File: config.mk
export PLATFORM = sky130hd
export DESIGN_NAME = fp_mac_ctrl
export DESIGN_NICKNAME = d
export VERILOG_FILES = /design/src/rtl/fp_mac_ctrl.sv
export SDC_FILE = /design/constraint.sdc
export NUM_CORES = 1
export LEC_CHECK = 0
export BUFFER_PORTS_ARGS = -buffer_cell sky130_fd_sc_hd__buf_2
export CAP_MARGIN = 5
export CORE_AREA = 2 2 117 119
export DETAILED_ROUTE_END_ITERATION = 12
export DIE_AREA = 0 0 119 121
export PLACE_DENSITY = 0.64
export REMOVE_ABC_BUFFERS = 1
export SLEW_MARGIN = 20
export SYNTH_ARGS = -nofsm -noshare
export SYNTH_HDL_FRONTEND = slang
export SYNTH_SLANG_ARGS = --single-unit
File: constraint.sdc
create_clock -name clk -period 1.9 [get_ports clk]
set_input_delay 0.285 -clock clk [delete_from_list [all_inputs] [get_ports clk]]
set_output_delay 0.285 -clock clk [all_outputs]
set_load 0.005 [all_outputs]
File: src/rtl/fp_mac_ctrl.sv
// Dot-product sequencer for an external 1-cycle FP multiplier and FP adder; accumulates in_a*in_b over len pairs.
// Latency: result valid 3 cycles after the last input handshake; holds the result until out_ready; one pair per cycle.
module fp_mac_ctrl #(
  parameter int WIDTH = 32,
  parameter int LEN_W = 8
) (
  input  logic             clk,
  input  logic             reset,
  input  logic             start,
  input  logic [LEN_W-1:0] len,
  output logic             busy,
  input  logic             in_valid,
  output logic             in_ready,
  input  logic [WIDTH-1:0] in_a,
  input  logic [WIDTH-1:0] in_b,
  output logic [WIDTH-1:0] mul_a,
  output logic [WIDTH-1:0] mul_b,
  input  logic [WIDTH-1:0] mul_p,
  output logic [WIDTH-1:0] add_a,
  output logic [WIDTH-1:0] add_b,
  input  logic [WIDTH-1:0] add_s,
  output logic             out_valid,
  input  logic             out_ready,
  output logic [WIDTH-1:0] out_data
);

  typedef enum logic [1:0] {IDLE, RUN, DRAIN, DONE} state_t;

  state_t           state;
  logic [LEN_W-1:0] remaining;
  logic             v1;
  logic             v2;
  logic             hs;

  assign hs = in_valid && in_ready;

  always_comb begin
    mul_a = '0;
    mul_b = '0;
    if (hs) begin
      mul_a = in_a;
      mul_b = in_b;
    end
  end

  // Zero operands outside RUN/DRAIN flush the adder register, so each job starts from +0.
  always_comb begin
    add_a = '0;
    add_b = '0;
    if (state == RUN || state == DRAIN) begin
      add_a = v1 ? mul_p : '0;
      add_b = add_s;
    end
  end

  always_ff @(posedge clk) begin
    if (reset) begin
      state     <= IDLE;
      remaining <= '0;
      v1        <= 1'b0;
      v2        <= 1'b0;
      out_valid <= 1'b0;
      out_data  <= '0;
      busy      <= 1'b0;
      in_ready  <= 1'b0;
    end else begin
      v1 <= hs;
      v2 <= v1;
      case (state)
        IDLE: begin
          if (start) begin
            busy <= 1'b1;
            if (len != '0) begin
              state     <= RUN;
              remaining <= len;
              v1        <= 1'b0;
              v2        <= 1'b0;
              in_ready  <= 1'b1;
            end else begin
              state     <= DONE;
              out_data  <= '0;
              out_valid <= 1'b1;
            end
          end
        end
        RUN: begin
          if (hs) begin
            remaining <= remaining - LEN_W'(1);
            if (remaining == LEN_W'(1)) begin
              state    <= DRAIN;
              in_ready <= 1'b0;
            end
          end
        end
        DRAIN: begin
          // v2 without v1: the final product went through the adder last cycle.
          if (v2 && !v1) begin
            out_data  <= add_s;
            out_valid <= 1'b1;
            state     <= DONE;
          end
        end
        DONE: begin
          if (out_ready) begin
            state     <= IDLE;
            out_valid <= 1'b0;
            busy      <= 1'b0;
          end
        end
        default: state <= IDLE;
      endcase
    end
  end

endmodule

After elaboration in Yosys (flattened, before gate mapping)
Cells that the tools add are included.
{"block": "classes", "add_sub_neg": 1, "n_eq_ne": 11, "muxes": 38, "reduce_logical": 16}
{"cell": "two-way mux 32 bit", "n": 8}
{"cell": "one-hot mux 32 bit (2 select lines)", "n": 1}
{"cell": "two-way mux 8 bit", "n": 3}
{"cell": "one-hot mux 8 bit (2 select lines)", "n": 1}
{"cell": "two-way mux 1 bit", "n": 15}
{"cell": "AND reduction 5 bit", "n": 3}
{"cell": "two-way mux 2 bit", "n": 6}
{"cell": "inequality test 2 bit (second input constant)", "n": 5}
{"cell": "== test 8 x 1 -> 1 bit (second input constant)", "n": 1}
{"cell": "one-hot mux 2 bit (4 select lines)", "n": 1}
{"cell": "AND reduction 4 bit", "n": 2}
{"cell": "nonzero test 8 bit", "n": 1}
{"cell": "subtractor 8 x 1 -> 8 bit (second input constant)", "n": 1}
{"cell": "nonzero test 2 bit", "n": 3}
{"cell": "== test 2 bit (second input constant)", "n": 2}
{"cell": "inequality test 2 x 1 -> 1 bit (second input constant)", "n": 2}
{"cell": "one-hot mux 1 bit (2 select lines)", "n": 2}
{"cell": "one-hot mux 1 bit (3 select lines)", "n": 1}
{"cell": "AND reduction 3 bit", "n": 1}
{"cell": "nonzero test 3 bit", "n": 1}
{"cell": "== test 2 x 1 -> 1 bit (second input constant)", "n": 1}
{"cell": "logical AND 1 bit", "n": 2}
{"cell": "zero test 2 bit", "n": 1}
{"cell": "zero test 1 bit", "n": 1}
{"cell": "logical OR 1 bit", "n": 1}
{"block": "word_totals", "ff_bits": 47}

Depth between registers and ports, before layout
{"block": "depth", "depth_word": 4, "depth_mapped": 8, "depth_no_buf": 6}

Worst setup path after synthesis
Ideal clock, no wire load.
{"block": "synth_path", "path_kind": "reg-to-reg", "start": "register state[0]", "end": "register out_data[0]", "setup_time_ps": 132, "arrival_ps": 1631, "t_required_ps": 1768, "setup_slack_ps": 137, "stages_incl_launch_ff": 8, "path_cell_list": "dfxtp_1 -> inv_1 -> ha_1 -> nand2_1 -> o32a_1 -> buf_2 -> o21ai_1 -> a21oi_1"}
{"block": "synth_via", "elab_chain_len": 3}
{"item": "from (decl)", "line_no": "29", "rtl": "state_t state;"}
{"item": "from (signal assigned)", "line_no": "58", "rtl": "state <= IDLE;"}
{"item": "from (signal assigned)", "line_no": "74", "rtl": "state <= RUN;"}
{"item": "from (signal assigned)", "line_no": "80", "rtl": "state <= DONE;"}
{"item": "== test 2 bit / zero test 2 bit (equally long branches)", "line_no": "69", "rtl": "case (state)"}
{"item": "inequality test 2 x 1 -> 1 bit (no line), or another cell as far along"}
{"item": "AND reduction 4 bit (no line)"}
{"item": "to (signal assigned)", "line_no": "98", "rtl": "out_data <= add_s;"}
{"item": "to (decl)", "line_no": "24", "rtl": "output logic [WIDTH-1:0] out_data"}
Several ways; a longest one is shown, not always the timed one.
A chain may end at the register's enable or synchronous reset.

Worst setup path in the final report
{"block": "layout_path", "start": "register in_ready", "end": "output mul_b[9]"}
{"block": "layout_via", "elab_chain_len": 2}
{"item": "from (decl)", "line_no": "13", "rtl": "output logic in_ready,"}
{"item": "from (signal assigned)", "line_no": "65", "rtl": "in_ready <= 1'b0;"}
{"item": "from (signal assigned)", "line_no": "78", "rtl": "in_ready <= 1'b1;"}
{"item": "from (signal assigned)", "line_no": "91", "rtl": "in_ready <= 1'b0;"}
{"item": "logical AND 1 bit", "line_no": "35", "rtl": "assign hs = in_valid && in_ready;"}
{"item": "two-way mux 32 bit", "line_no": "40", "rtl": "if (hs) begin"}
{"item": "to (decl)", "line_no": "17", "rtl": "output logic [WIDTH-1:0] mul_b,"}
No other way between the ends.

==> summary.md <==
## Floorplan
- **chip height** 121 µm
- **Row Count** 42
- **initial core utilization** 24.7%
- **number of top-level pins** 304
- **die area** 14400 µm²
- **core region area** 13100 µm²
- **die span in x** 119 µm

## Pwr
- **Design Power** 5.91 mW
- **Internal** 3.35 mW
- **portion of total power attributed to the clock network** 15.4%
- **switching power as a share of total power** 43.3%
- **worst supply voltage drop on vdd** 0.000556 V
- **power dissipated by switching net loads** 2.56 mW
- **Leak** 3.02 nW
- **part of the power in registers** 20.8%
- **Comb power frac** 63.8%
- **power density over the cells** 1130 nW/µm²

## Timing
- **number of max-slew violations in the final report** 0
- **final setup fails** 0
- **Worst Tran Pin Value** 0.493 ns
- **final hold slack** 0.261 ns
- **setup repair after global routing missed its margin** false
- **tightest slew margin relative to the limit** 67.2%
- **Tmin final** 1.79 ns
- **final-layout setup total negative slack** 0 ns
- **max frequency** 0.560 GHz
- **clock skew** 0.00611 ns
- **final worst path period share** 94.0%
- **worst-case setup margin in the final layout** 0.113 ns
- **hold violation count in the final report** 0

## Place
- **number of buffers inserted by port buffering** 303
- **count of placed standard cells including taps** 888
- **DP Worst Slack** 0.00894 ns
- **detailed placer's ending HPWL** 10.3 mm
- **area post-placement** 5000 µm²
- **global placement routability congestion** 0.862

## Drt
- **total via count after detailed routing** 4331
- **drt via density** 4.83
- **1st-pass router iterations** 4
- **Residual DRC** 0
- **WL final** 13.6 mm
- **average wire per standard cell** 15.2 µm
- **residual antenna-violating net count after detailed routing** 0
- **DRT iter0 DRCs** 326

## Cells and area
- **final net count** 868
- **most common cell after layout, fill and taps aside** sky130_fd_sc_hd__buf_2
- **final cell area excluding filler cells** 5230 µm²
- **count of antenna diodes in the layout** 0
- **Post-Layout Cell Count** 897
- **Final Core Density** 40.0%
- **share of layout cells above drive strength 1** 48.7%
- **layout overhead on the synthesized area** 61.8%
- **area of the multi-input gates** 2090 µm²
- **leading cell types in the layout, fill and taps excluded** 303 x sky130_fd_sc_hd__buf_2, 98 x sky130_fd_sc_hd__and3_1, 45 x sky130_fd_sc_hd__dfxtp_1
- **count of fill cells added during filler insertion** 1357
- **register area** 946 µm²

## Critical path
- **register-to-register setup slack** 0.12 ns
- **slowest CP cell** sky130_fd_sc_hd__buf_4
- **type of element launching the critical path** flip-flop
- **Worst Setup Path Type** reg -> out
- **endpoint kind of the worst setup timing path** output pin
- **total buffers and inverters traversed by the critical path** 2
- **signal arrival time at the worst endpoint** 1.50 ns
- **Max stage delay on crit path** 0.42 ns
- **path length in cells of the critical path** 3
- **Critical Path, Cell by Cell** buf_4 > and3_1 > buf_2
- **required time reported for the critical path endpoint** 1.62 ns
- **CP Max Fanout** 70
- **Crit path max-delay family** buffers and inverters
- **Crit Reg-Reg Startpoint** state[0]
- **endpoint of the worst register-to-register path** remaining[2]
- **Worst Reg2Reg Path Length in Cells** 8

## Clocking
- **clock transition at the registers of the reported paths** 0.07 ns
- **Clock Tree Root** sky130_fd_sc_hd__clkbuf_16
- **H-Tree Level Count** 2
- **clock buffers created by TritonCTS** 5
- **buffer levels on the longest clock path** 2
- **worst-skew pair later-pin latency** 0.28 ns
- **TritonCTS clock tree** yes
- **sinks on the clock net** 47
- **number of buffers inserted by hold repair at cts** 0

## Worst hold path
- **Hold Path End** out_data[4]
- **cell depth of the worst hold path** 3
- **type of the most critical hold path** in -> reg
- **startpoint of the most critical hold path** add_s[4]

## Yosys
- **count of unique library cells instantiated by Yosys** 42
- **synthesized flop and latch total** 47
- **Netlist Area Pre-Place** 3240 µm²
- **Syn Inst Count** 431
- **per-instance average area after synthesis** 7.51 µm²
- **Yosys warning count** 0
- **sequential element share of the synthesized area** 29.1%

## Outcome
- **status** complete, no violations

## Global routing
- **number of antenna violations at the first check in global routing** 0
- **total global routing track utilization** 17.7%
- **number of global-route vias before repair** 3927
- **gr ovfl total** 0
- **largest net degree at the start of global routing** 71
- **first-pass GRT wire length** 20.7 mm

## Run
- **max cap viols** 0

==> logic make-up after synthesis <==
| logic type | after synthesis | share of synthesized area (%) |
|---|---|---|
| compound gates | 106 | 19.7 |
| mux | 4 | 1.24 |
| buf+inv | 55 | 7.42 |
| flops | 47 | 29.1 |
| simple gates | 212 | 39.8 |
| fa+ha+maj | 7 | 2.71 |
==> cells in the mapped netlist <==
master	count	area (µm²)
sky130_fd_sc_hd__and3_1	98	613
sky130_fd_sc_hd__dfxtp_1	47	941
sky130_fd_sc_hd__a21oi_1	39	195
sky130_fd_sc_hd__nand4_1	35	219
sky130_fd_sc_hd__and2_1	33	206
sky130_fd_sc_hd__clkbuf_1	33	124
sky130_fd_sc_hd__o21ai_1	32	160
sky130_fd_sc_hd__buf_2	9	45.0
sky130_fd_sc_hd__nand2_1	9	33.8
sky130_fd_sc_hd__nor2_1	8	30.0
sky130_fd_sc_hd__nor2b_1	8	50.1
sky130_fd_sc_hd__ha_1	7	87.6
sky130_fd_sc_hd__nor3_1	7	35.0
sky130_fd_sc_hd__inv_1	6	22.5
sky130_fd_sc_hd__a31oi_1	5	31.3
sky130_fd_sc_hd__o21ai_0	5	25.0
sky130_fd_sc_hd__o32ai_1	5	43.8
sky130_fd_sc_hd__mux2i_1	4	40.0
sky130_fd_sc_hd__nand2b_1	4	25.0
sky130_fd_sc_hd__a211oi_1	3	22.5
sky130_fd_sc_hd__a22oi_1	3	22.5
sky130_fd_sc_hd__buf_1	3	11.3
sky130_fd_sc_hd__buf_6	3	33.8
sky130_fd_sc_hd__o21a_1	3	22.5
sky130_fd_sc_hd__nor4_1	2	12.5
sky130_fd_sc_hd__o31a_1	2	17.5
sky130_fd_sc_hd__or4_1	2	15.0
sky130_fd_sc_hd__or4_4	2	22.5
sky130_fd_sc_hd__a2111oi_0	1	8.76
sky130_fd_sc_hd__a21o_1	1	7.51
sky130_fd_sc_hd__a221oi_1	1	8.76
sky130_fd_sc_hd__a311oi_1	1	8.76
sky130_fd_sc_hd__a31o_2	1	8.76
sky130_fd_sc_hd__a32o_1	1	10.0
sky130_fd_sc_hd__clkinv_1	1	3.75
sky130_fd_sc_hd__nand3_1	1	5.00
sky130_fd_sc_hd__o31ai_1	1	7.51
sky130_fd_sc_hd__o32a_1	1	10.0
sky130_fd_sc_hd__o32ai_4	1	27.5
sky130_fd_sc_hd__or2_1	1	6.26
sky130_fd_sc_hd__or3_1	1	6.26
sky130_fd_sc_hd__or3b_2	1	8.76
==> metal layers <==
| layer | global-route usage (%) | part of all wire, % | wire length [µm] |
|---|---|---|---|
| met1 | 23.2 | 43 | 5850 |
| met3 | 3.62 | 7.4 | 1010 |
| met4 | 4.61 | 1.5 | 199 |
| met2 | 29.8 | 48 | 6570 |
| met5 | 0 | 0 | 0 |
==> how the worst max path moves through the flow <==
stage / from / to / slack (ns)
2_1_floorplan: state[0] / state[0] / -0.55
3_3_place_gp: len[2] / out_data[7] / 0.03
3_5_place_dp: len[2] / out_data[8] / 0.009
4_1_cts: state[1] / add_a[8] / 0.02
5_1_grt: state[1] / add_b[10] / 0.0003
6_report: in_ready / mul_b[9] / 0.11
==> registers in the layout (all words and copies together), names as in the netlist <==
register,count
state,2
out_data,32
busy,1
out_valid,1
v1,1
v2,1
remaining,8
in_ready,1
==> power by group through the flow <==
stage                     sequential (mW)  combinational [mW]  clock (mW)
final                                1.23                3.77       0.912
after global routing                 1.24                4.20       0.985
after CTS                            1.22                3.73       0.942
after detailed placement             1.24                3.46           0
after global placement               1.23                3.49           0
after floorplan                      1.30                1.77           0
==> tightest hold or removal path, stage by stage <==
cell,delay [ns]
sky130_fd_sc_hd__buf_2,0.10
sky130_fd_sc_hd__nand4_1,0.06
sky130_fd_sc_hd__a21oi_1,0.06
==> repair_timing <==
| item | CTS | global route |
|---|---|---|
| cloned | 1 | 0 |
| buffers inserted | 0 | 0 |
| pin swaps | 0 | 2 |
| gates resized for setup | 4 | 10 |
| endpoints found under the setup margin | 11 | 42 |
==> cell type report <==
cell class | count | share of cell area (%)
Clock buffer | 6 | 2.65
Clock inverter | 2 | 0.311
Inverter | 7 | 0.502
Multi-Input combinational cell | 329 | 40.0
Sequential cell | 47 | 18.1
Tap cell | 176 | 4.21
Timing Repair Buffer | 330 | 34.3
Note: power is estimated with default switching activity, not from simulation.
